==> src/rtl/script_dump_tx_pkg.sv <==
// Shared types and widths for the script dump path.
// No logic; constants only.
// Default widths match the script memory block.
package script_dump_tx_pkg;

  localparam int BYTE_W        = 8;
  localparam int SCRIPT_WORD_W = 16;
  localparam int SCRIPT_ADDR_W = 8;

  typedef enum logic [2:0] {
    IDLE,
    HDR,
    WAIT,
    SEND,
    END
  } state_t;

endpackage

==> src/rtl/script_dump_tx_byte_serializer.sv <==
// Parallel word load, byte-wide valid/ready output, most-significant byte first.
// Latency: first byte is valid the cycle after load.
// Backpressure: holds the current byte and valid while ready is low.
module byte_serializer
  import script_dump_tx_pkg::*;
#(
  parameter int WORD_W = SCRIPT_WORD_W
) (
  input  logic              clock,
  input  logic              reset,
  input  logic              load,
  input  logic [WORD_W-1:0] word,
  input  logic              ready,
  output logic              valid,
  output logic [BYTE_W-1:0] bits,
  output logic              last
);

  localparam int NB    = WORD_W / BYTE_W;
  localparam int IDX_W = (NB > 1) ? $clog2(NB) : 1;

  logic [WORD_W-1:0] shreg;
  logic [IDX_W-1:0]  idx;

  assign bits = shreg[WORD_W-1 -: BYTE_W];
  assign last = (idx == IDX_W'(NB - 1));

  // Load a fresh word, or shift out one byte per accepted transfer.
  always_ff @(posedge clock) begin
    if (!reset) begin
      shreg <= '0;
      idx   <= '0;
      valid <= 1'b0;
    end else if (load) begin
      shreg <= word;
      idx   <= '0;
      valid <= 1'b1;
    end else if (valid && ready) begin
      if (last) begin
        shreg <= '0;
        idx   <= '0;
        valid <= 1'b0;
      end else begin
        shreg <= shreg << BYTE_W;
        idx   <= idx + IDX_W'(1);
      end
    end
  end

endmodule

==> src/rtl/script_dump_tx.sv <==
// Walks script memory from address 0 and streams an optional count header plus every word as bytes.
// Latency: header the cycle after start; then max(READ_LAT,1) fetch cycles plus one cycle per byte per word.
// Backpressure: tx_ready low freezes state, pc, word register and tx outputs.
module script_dump_tx
  import script_dump_tx_pkg::*;
#(
  parameter int WORD_W    = SCRIPT_WORD_W,
  parameter int ADDR_W    = SCRIPT_ADDR_W,
  parameter int READ_LAT  = 1,
  parameter int HEADER_EN = 1
) (
  input  logic              clock,
  input  logic              reset,
  input  logic              start,
  input  logic              script_mode,
  input  logic [ADDR_W-1:0] script_num,
  input  logic [WORD_W-1:0] script,
  output logic [ADDR_W-1:0] pc,
  output logic [BYTE_W-1:0] tx_bits,
  output logic              tx_valid,
  input  logic              tx_ready,
  output logic              busy,
  output logic              done
);

  // A zero-latency memory still gets one WAIT cycle so the fetch has a slot.
  localparam int WAIT_CYC = (READ_LAT < 1) ? 1 : READ_LAT;
  localparam int LAT_W    = 2;

  state_t            state, state_nxt;
  logic [ADDR_W-1:0] num;
  logic [LAT_W-1:0]  lat_cnt;
  logic              accept;
  logic              word_load;
  logic              last_word;
  logic              ser_vld;
  logic              ser_last;
  logic              ser_xfer;
  logic [BYTE_W-1:0] ser_byte;

  assign last_word = (pc == (num - ADDR_W'(1)));
  assign ser_xfer  = ser_vld && tx_ready;

  // Header byte comes straight from the latched count; word bytes from the serializer.
  assign tx_valid = (state == HDR) || ser_vld;
  assign tx_bits  = (state == HDR) ? BYTE_W'(num) : ser_byte;

  byte_serializer #(
    .WORD_W(WORD_W)
  ) u_ser (
    .clock(clock),
    .reset(reset),
    .load (word_load),
    .word (script),
    .ready(tx_ready),
    .valid(ser_vld),
    .bits (ser_byte),
    .last (ser_last)
  );

  // State register.
  always_ff @(posedge clock) begin
    if (!reset) state <= IDLE;
    else        state <= state_nxt;
  end

  // Next-state decode plus busy/done and the accept/load strobes.
  always_comb begin
    state_nxt = state;
    accept    = 1'b0;
    word_load = 1'b0;
    busy      = 1'b0;
    done      = 1'b0;
    case (state)
      IDLE: begin
        if (start && script_mode) begin
          accept = 1'b1;
          if (HEADER_EN != 0)        state_nxt = HDR;
          else if (script_num == '0) state_nxt = END;
          else                       state_nxt = WAIT;
        end
      end
      HDR: begin
        busy = 1'b1;
        if (tx_ready) state_nxt = (num == '0) ? END : WAIT;
      end
      WAIT: begin
        busy = 1'b1;
        if (lat_cnt == LAT_W'(WAIT_CYC - 1)) begin
          word_load = 1'b1;
          state_nxt = SEND;
        end
      end
      SEND: begin
        busy = 1'b1;
        if (ser_xfer && ser_last) state_nxt = last_word ? END : WAIT;
      end
      END: begin
        done      = 1'b1;
        state_nxt = IDLE;
      end
      default: state_nxt = IDLE;
    endcase
  end

  // Count latch, read address and fetch-latency counter.
  always_ff @(posedge clock) begin
    if (!reset) begin
      num     <= '0;
      pc      <= '0;
      lat_cnt <= '0;
    end else begin
      if (accept) begin
        num <= script_num;
        pc  <= '0;
      end
      if (state == WAIT) begin
        lat_cnt <= word_load ? '0 : lat_cnt + LAT_W'(1);
      end
      if (state == SEND && ser_xfer && ser_last && !last_word) begin
        pc <= pc + ADDR_W'(1);
      end
    end
  end

endmodule

==> config.mk <==
export PLATFORM = sky130hd
export DESIGN_NAME = script_dump_tx
export DESIGN_NICKNAME = d
export VERILOG_FILES = /design/src/rtl/script_dump_tx_pkg.sv /design/src/rtl/script_dump_tx_byte_serializer.sv /design/src/rtl/script_dump_tx.sv
export SDC_FILE = /design/constraint.sdc
export NUM_CORES = 1
export LEC_CHECK = 0
export CAP_MARGIN = 20
export CORE_MARGIN = 3
export CORE_UTILIZATION = 52
export CTS_BUF_LIST = sky130_fd_sc_hd__clkbuf_4
export DETAILED_ROUTE_END_ITERATION = 8
export PLACE_DENSITY = 0.86
export SLEW_MARGIN = 5
export SYNTH_ARGS = -nofsm -noshare
export SYNTH_HDL_FRONTEND = slang
export SYNTH_SLANG_ARGS = --single-unit
==> constraint.sdc <==
create_clock -name clock -period 3.2 [get_ports clock]
set_input_delay 0.32 -clock clock [delete_from_list [all_inputs] [get_ports clock]]
set_output_delay 0.32 -clock clock [all_outputs]
set_load 0.01 [all_outputs]
==> results of run 1 <==
-- power by group --
group | internal [mW] | total [mW] | leakage (nW) | switching (mW)
Clock | 0.243 | 0.417 | 0.0514 | 0.174
Sequential | 0.557 | 0.636 | 0.317 | 0.0788
Combinational | 0.310 | 0.647 | 0.639 | 0.337
Total | 1.11 | 1.70 | 1.01 | 0.590
-- worst max-delay path: cells and delay by family (launching register included) --
family	cells	cell delay, ns
flip-flops	1	0.46
AO/OA/AOI/OAI	6	1.69
buffers and inverters	1	0.10
adder cells (fa/ha/maj)	1	0.28
-- area by class of cell --
type	count	area, sq um
well taps	48	60.06
fillers	300	1072
repair buffers	49	485.5
flip-flops and latches	39	780.7
clock inverters	3	67.56
clock buffers	5	37.54
inverters	13	48.80
multi-input cells	187	1246
-- cells by family after synthesis --
group | after synthesis
and+or+nand+nor | 106
adders and majority gates | 4
xor gates and xnor gates | 11
buffers and inverters | 27
AOI/OAI and AO/OA | 49
DFF | 39
muxes | 17
-- through the flow --
| step | total power [mW] | utilization |
|---|---|---|
| 6_report | 1.700 | 0.7177 |
| 3_5_place_dp | 1.286 | 0.6901 |
| 2_1_floorplan | 1.061 | - |
| 4_1_cts | 1.702 | 0.7177 |
| 5_1_grt | 1.789 | 0.7177 |
| 3_3_place_gp | 1.266 | 0.6901 |
-- path summary, 6_finish.rpt --
kind / start / cells past startpoint / to
worst max register to register: num[0]$_SDFFE_PN0P_ / 8 / pc[3]$_SDFFE_PN0P_
worst max-delay path: num[0]$_SDFFE_PN0P_ / 8 / pc[3]$_SDFFE_PN0P_
worst min register to register: u_ser.shreg[4]$_SDFFE_PN0P_ / 2 / u_ser.shreg[4]$_SDFFE_PN0P_
worst min-delay path: u_ser.shreg[4]$_SDFFE_PN0P_ / 2 / u_ser.shreg[4]$_SDFFE_PN0P_
-- synth_stat cells (2+ instances only) --
cell / instances
nor2b_1: 2
o211ai_4: 2
nand3_1: 16
o21ai_1: 7
nand2_1: 22
mux2_2: 8
clkbuf_1: 12
and2_1: 2
nor3b_1: 8
nor3_1: 12
nand4_1: 4
a211oi_1: 8
inv_1: 13
xor2_1: 8
nor2_1: 23
or3_1: 3
and3_1: 4
a211o_1: 5
ha_1: 4
mux2i_1: 9
dfxtp_1: 39
o211ai_1: 2
xnor2_1: 3
a21oi_1: 17
nand2b_1: 3
-- per-layer routing --
metal	GRT usage	wire, um	vias up
met5	0	0	-
met4	0.05745	59	0
met3	0.05180	263	7
met2	0.3620	2631	54
met1	0.2654	2290	955
li1	-	-	983
-- state kept, by name, summed over array words and instances, names as in the netlist --
| register | flops |
|---|---|
| pc | 8 |
| u_ser.last | 1 |
| u_ser.shreg | 16 |
| lat_cnt | 2 |
| state | 3 |
| num | 8 |
| u_ser.valid | 1 |
==> metrics.txt, run 1 <==
# TYPE chip_impl_metric gauge
chip_impl_metric{name="final.min_clock_period",unit="ns"} 2.603
chip_impl_metric{name="num_vias",unit=""} 1999
chip_impl_info{name="synth.largest_area_cell",value="dfxtp_1"} 1
chip_impl_metric{name="power-per-cell-area",unit="nW/um^2"} 623.7
chip_impl_metric{name="report.final.hold_viol_count",unit=""} 0
chip_impl_metric{name="avgSynthCellArea",unit="sq um"} 8.447
chip_impl_metric{name="synth-edff-count",unit=""} 0
chip_impl_metric{name="yosys_warns",unit=""} 0
chip_impl_metric{name="global_route.usage.total",unit=""} 0.2121
chip_impl_metric{name="std_cell_rows",unit=""} 22
chip_impl_metric{name="io_pins",unit=""} 48
chip_impl_metric{name="tightestPinTransition",unit="ns"} 0.7790
chip_impl_info{name="layout_common_cells",value="clkdlybuf4s50_1, dfxtp_1, nor2_1"} 1
chip_impl_info{name="biggest_area_contributors_in_the_synthesized_netlist",value="dfxtp_1, mux2i_1, mux2_2"} 1
chip_impl_metric{name="wl_per_cell",unit="um"} 15.24
chip_impl_metric{name="placed_area",unit="sq um"} 2621
chip_impl_metric{name="fmaxAchievable",unit="GHz"} 0.3842
chip_impl_metric{name="ant_nets",unit=""} 0
chip_impl_metric{name="avgViaCountPerCell",unit=""} 5.811
chip_impl_metric{name="design.die.area",unit="sq um"} 4915
chip_impl_metric{name="path_clk_slew",unit="ns"} 0.13
chip_impl_info{name="timing.critical_path.cells",value="inv_1 > ha_1 > o21ba_1 > a221oi_2 > a41oi_2 > o41ai_4 > o211ai_4 > o22ai_1"} 1
chip_impl_metric{name="syn_area",unit="sq um"} 2137
chip_impl_metric{name="report.final.setup_viol",unit=""} 0
chip_impl_metric{name="finalClockSkew",unit="ns"} 0.007204
chip_impl_metric{name="insertedDiodeCount",unit=""} 0
chip_impl_metric{name="overflow",unit=""} 0
chip_impl_metric{name="synth_xor_area_frac",unit=""} 0.04508
chip_impl_metric{name="post_cts_resized",unit=""} 0
chip_impl_metric{name="die_w",unit="um"} 70.11
chip_impl_info{name="final_common_cell",value="clkdlybuf4s50_1"} 1
chip_impl_metric{name="period_share",unit=""} 0.8134
chip_impl_metric{name="number_of_max_slew_violations_in_the_final_report",unit=""} 0
chip_impl_metric{name="max-cap-violations",unit=""} 0
chip_impl_metric{name="cts_h_tree_depth",unit=""} 2
chip_impl_metric{name="final_cell_count_no_fill",unit=""} 344
chip_impl_metric{name="cts_sinks",unit=""} 39
chip_impl_metric{name="postSynth.asyncResetShare",unit=""} 0
chip_impl_metric{name="grt_start_max_net_pins",unit=""} 32
chip_impl_metric{name="cts_setup_buffers",unit=""} 0
chip_impl_metric{name="postSynthCellCount",unit=""} 253
chip_impl_metric{name="synth_simple_gate_area_share",unit=""} 0.2529
chip_impl_info{name="cts_tree",value="done"} 1
chip_impl_metric{name="vdd_ir_drop_max",unit="V"} 0.0003953
chip_impl_info{name="synth_ff_type",value="dfxtp_1"} 1
chip_impl_info{name="cpMaxStageDelayCell",value="o41ai_4"} 1
chip_impl_metric{name="placement.io_buffers",unit=""} 47
chip_impl_metric{name="hpwl",unit="um"} 3862
chip_impl_metric{name="synthesis_stage_register_bit_count",unit=""} 39
chip_impl_metric{name="rrSetupSlack",unit="ns"} 0.60
chip_impl_metric{name="first_pass_iters",unit=""} 4
chip_impl_metric{name="tritoncts.num_buffers",unit=""} 5
chip_impl_info{name="setup.worst_path.class",value="flip-flop to flip-flop"} 1
chip_impl_metric{name="timing.critical_path.slowest_cell_delay",unit="ns"} 0.70
chip_impl_metric{name="timing.final.ws_setup",unit="ns"} 0.5972
chip_impl_metric{name="worstPathArrival",unit="ns"} 2.88
chip_impl_info{name="main_combinational_cell_family_by_area_after_synthesis",value="simple AND/OR/NAND/NOR gates"} 1
chip_impl_metric{name="biggest_fanout_along_the_worst_timing_path",unit=""} 9
chip_impl_metric{name="fp.dieH",unit="um"} 70.11
chip_impl_metric{name="cts.hold.buffers_added",unit=""} 0
chip_impl_metric{name="core",unit="sq um"} 3799
chip_impl_metric{name="drive_gt1_frac",unit=""} 0.08446
chip_impl_metric{name="synth.yosys.seq_area_share",unit=""} 0.3653
chip_impl_metric{name="grt_pass1_vias",unit=""} 1859
chip_impl_info{name="critPathLaunchType",value="flip-flop"} 1
chip_impl_metric{name="detailedPlace.worstSlack",unit="ns"} 0.6867
chip_impl_metric{name="cellLeakagePower",unit="nW"} 1.007
chip_impl_info{name="critical_path_sink_type",value="flip-flop"} 1
chip_impl_metric{name="route.final.wire_length",unit="um"} 5244
chip_impl_metric{name="yosysUniqueCellTypes",unit=""} 42
chip_impl_metric{name="gpl.final_weighted_congestion",unit=""} 0.8360
chip_impl_metric{name="start_util",unit=""} 0.5626
chip_impl_metric{name="critPathRequiredTime",unit="ns"} 3.48
chip_impl_metric{name="clk-insertion-delay-late",unit="ns"} 0.35
chip_impl_metric{name="muxShareOfSynthArea",unit=""} 0.08431
chip_impl_info{name="worst_min_delay_path_category",value="flip-flop to flip-flop"} 1
chip_impl_metric{name="drt_iter0_drc",unit=""} 159
chip_impl_metric{name="grt_antenna_before_repair",unit=""} 0
chip_impl_metric{name="post_synthesis_net_count",unit=""} 286
chip_impl_metric{name="synth_fa_ha_area_frac",unit=""} 0.02342
chip_impl_metric{name="area_growth_syn_to_layout",unit="%"} 27.58
chip_impl_metric{name="netlist.area_leader.share",unit=""} 0.3653
chip_impl_metric{name="fin_nets",unit=""} 328
chip_impl_info{name="clockRootBuffer",value="clkbuf_4"} 1
chip_impl_metric{name="grt_first_pass_wirelength",unit="um"} 8549
chip_impl_metric{name="final_area",unit="sq um"} 2726
chip_impl_metric{name="number_of_drc_violations_after_detailed_routing",unit=""} 0
chip_impl_metric{name="final.hold.worst_slack",unit="ns"} 0.4750
chip_impl_metric{name="setup_total_negative_slack",unit="ns"} 0
chip_impl_info{name="outcome",value="finished clean"} 1
chip_impl_metric{name="number_of_cells_in_the_design_after_placement",unit=""} 336
chip_impl_metric{name="clock_tree.buffer_depth",unit=""} 2
chip_impl_metric{name="slew_headroom",unit=""} 0.4794
chip_impl_info{name="grt_setup_unrepaired",value="no"} 1
chip_impl_metric{name="synth_compound_area_frac",unit=""} 0.1774
(Power assumes the default switching activity.)
==> inputs of run 2 (changes only) <==
- clock period: 3.2 -> 2.6 ns (I/O delays scaled with it)
==> metrics.txt, run 2 (synthesis gave the netlist of run 1 again) <==
# TYPE chip_impl_metric gauge
chip_impl_metric{name="grt_start_max_net_pins",unit=""} 32
chip_impl_metric{name="design.die.area",unit="sq um"} 4915
chip_impl_info{name="setup.worst_path.class",value="flip-flop to primary output"} 1
chip_impl_metric{name="drive_gt1_frac",unit=""} 0.09060
chip_impl_metric{name="cellLeakagePower",unit="nW"} 1.017
chip_impl_metric{name="gpl.final_weighted_congestion",unit=""} 0.8664
chip_impl_metric{name="number_of_drc_violations_after_detailed_routing",unit=""} 0
chip_impl_metric{name="placed_area",unit="sq um"} 2636
chip_impl_info{name="critPathLaunchType",value="flip-flop"} 1
chip_impl_metric{name="final.min_clock_period",unit="ns"} 2.452
chip_impl_info{name="outcome",value="finished clean"} 1
chip_impl_metric{name="fill_cells",unit=""} 309
chip_impl_metric{name="wl_per_cell",unit="um"} 14.48
chip_impl_metric{name="area_occupied_by_multi_input_gates",unit="sq um"} 1246
chip_impl_metric{name="slew_headroom",unit=""} 0.4830
chip_impl_metric{name="insertedDiodeCount",unit=""} 0
chip_impl_metric{name="start_util",unit=""} 0.5626
chip_impl_metric{name="tightestPinTransition",unit="ns"} 0.7736
chip_impl_metric{name="vdd_ir_drop_max",unit="V"} 0.0004171
chip_impl_metric{name="max-cap-violations",unit=""} 0
chip_impl_metric{name="area_growth_syn_to_layout",unit="%"} 28.28
chip_impl_metric{name="timing.final.ws_setup",unit="ns"} 0.1476
chip_impl_metric{name="io_pins",unit=""} 48
chip_impl_metric{name="num_vias",unit=""} 1957
chip_impl_metric{name="clock_tree.buffer_depth",unit=""} 2
chip_impl_metric{name="largest_register_ffs",unit=""} 16
chip_impl_metric{name="grt_antenna_before_repair",unit=""} 0
chip_impl_info{name="layout_common_cells",value="clkdlybuf4s50_1, dfxtp_1, nor2_1"} 1
chip_impl_metric{name="clk-insertion-delay-late",unit="ns"} 0.35
chip_impl_metric{name="grt_pass1_vias",unit=""} 1856
chip_impl_metric{name="cts_h_tree_depth",unit=""} 2
chip_impl_metric{name="placement.io_buffers",unit=""} 47
chip_impl_metric{name="avgViaCountPerCell",unit=""} 5.656
chip_impl_metric{name="biggest_fanout_along_the_worst_timing_path",unit=""} 10
chip_impl_metric{name="global_route.usage.total",unit=""} 0.2103
chip_impl_info{name="top_register",value="u_ser.shreg"} 1
chip_impl_info{name="grt_setup_unrepaired",value="no"} 1
chip_impl_metric{name="period_share",unit=""} 0.9432
chip_impl_metric{name="path_clk_slew",unit="ns"} 0.12
chip_impl_metric{name="fmaxAchievable",unit="GHz"} 0.4078
chip_impl_metric{name="detailedPlace.worstSlack",unit="ns"} 0.2679
chip_impl_metric{name="std_cell_rows",unit=""} 22
chip_impl_info{name="top_regs",value="u_ser.shreg x16, num x8, pc x8"} 1
chip_impl_info{name="clockRootBuffer",value="clkbuf_4"} 1
chip_impl_metric{name="report.final.setup_viol",unit=""} 0
chip_impl_info{name="worst_path_most_repeated_cell",value="nor2b_1"} 1
chip_impl_info{name="timing.critical_path.cells",value="nor2b_1 > nor2b_1 > buf_4 > mux2_2 > clkdlybuf4s50_1"} 1
chip_impl_metric{name="overflow",unit=""} 0
chip_impl_info{name="cpMaxStageDelayCell",value="clkdlybuf4s50_1"} 1
chip_impl_info{name="path_delay_family",value="buffers and inverters"} 1
chip_impl_metric{name="cts_sinks",unit=""} 39
chip_impl_metric{name="critical_path_buf_inv_count",unit=""} 2
chip_impl_info{name="critical_path_sink_type",value="primary output"} 1
chip_impl_metric{name="critPathRequiredTime",unit="ns"} 2.34
chip_impl_metric{name="die_w",unit="um"} 70.11
chip_impl_metric{name="register_area",unit="sq um"} 780.7
chip_impl_metric{name="fin_nets",unit=""} 330
chip_impl_metric{name="cts_setup_buffers",unit=""} 0
chip_impl_metric{name="grt_first_pass_wirelength",unit="um"} 8355
chip_impl_metric{name="setup_total_negative_slack",unit="ns"} 0
chip_impl_metric{name="fp.dieH",unit="um"} 70.11
chip_impl_metric{name="report.final.hold_viol_count",unit=""} 0
chip_impl_metric{name="core",unit="sq um"} 3799
chip_impl_metric{name="tritoncts.num_buffers",unit=""} 5
chip_impl_metric{name="post_cts_resized",unit=""} 0
chip_impl_info{name="cts_tree",value="done"} 1
chip_impl_metric{name="final_cell_count_no_fill",unit=""} 346
chip_impl_metric{name="first_pass_iters",unit=""} 4
chip_impl_metric{name="final_core_util",unit=""} 0.7217
chip_impl_metric{name="cts.hold.buffers_added",unit=""} 0
chip_impl_metric{name="drt_iter0_drc",unit=""} 115
chip_impl_metric{name="ant_nets",unit=""} 0
chip_impl_metric{name="number_of_cells_in_the_design_after_placement",unit=""} 338
chip_impl_metric{name="hpwl",unit="um"} 3567
chip_impl_metric{name="final_area",unit="sq um"} 2741
chip_impl_metric{name="timing.critical_path.slowest_cell_delay",unit="ns"} 0.48
chip_impl_metric{name="route.final.wire_length",unit="um"} 5009
chip_impl_info{name="final_common_cell",value="clkdlybuf4s50_1"} 1
chip_impl_metric{name="worstPathArrival",unit="ns"} 2.19
chip_impl_metric{name="number_of_max_slew_violations_in_the_final_report",unit=""} 0
chip_impl_metric{name="power-per-cell-area",unit="nW/um^2"} 757.7
chip_impl_metric{name="finalClockSkew",unit="ns"} 0.005521
chip_impl_info{name="worst_min_delay_path_category",value="input pin to flip-flop"} 1
-- run 2: changes by cell type in the layout (fill, tap and decap cells not counted), sizes merged --
cell	before	now
buf	2	4
-- run 2: layer usage --
metal  part of all wire  global-route usage  vias to the layer above
li1                   -                   -                      984
met1               0.44              0.2643                      909
met2               0.48              0.3284                       52
met3              0.051             0.06763                       12
met4              0.025             0.09149                        0
met5                  0                   0                        -
-- run 2: path summary, 6_finish.rpt --
kind / startpoint / endpoint / slack [ns] / cells past startpoint
setup / recovery: state[0]$_SDFFE_PN0P_ / tx_bits[0] / 0.15 / 5
hold reg to reg: lat_cnt[1]$_SDFFE_PN0P_ / lat_cnt[1]$_SDFFE_PN0P_ / 0.48 / 2
hold / removal: script[5] / u_ser.shreg[5]$_SDFFE_PN0P_ / 0.44 / 3
setup reg to reg: num[0]$_SDFFE_PN0P_ / pc[3]$_SDFFE_PN0P_ / 0.21 / 9
-- run 2: area by class of cell --
cell class	count	share of cell area
clock buffer	5	0.01369
clock inverter	3	0.02465
inverter	13	0.01780
multi-input combinational	187	0.4546
sequential	39	0.2848
tap	48	0.02191
timing repair buffer	51	0.1826
-- run 2: stage by stage --
stage | hold WS (ns) | total power, mW
3_3_place_gp | 0.4436 | 1.563
5_1_grt | 0.4049 | 2.212
2_1_floorplan | 0.3960 | 1.305
3_5_place_dp | 0.4532 | 1.576
6_report | 0.4417 | 2.077
4_1_cts | 0.4258 | 2.088
-- run 2: power by group --
group	switching [mW]	total [mW]	leakage, nW	internal, mW
logic	0.410	0.797	0.649	0.387
registers	0.0879	0.774	0.317	0.686
clock network	0.208	0.507	0.0514	0.299
-- run 2: worst min-delay path, stage by stage --
cell and delay, ns:
clkdlybuf4s50_1 0.39, nand2_1 0.05, a21oi_1 0.05
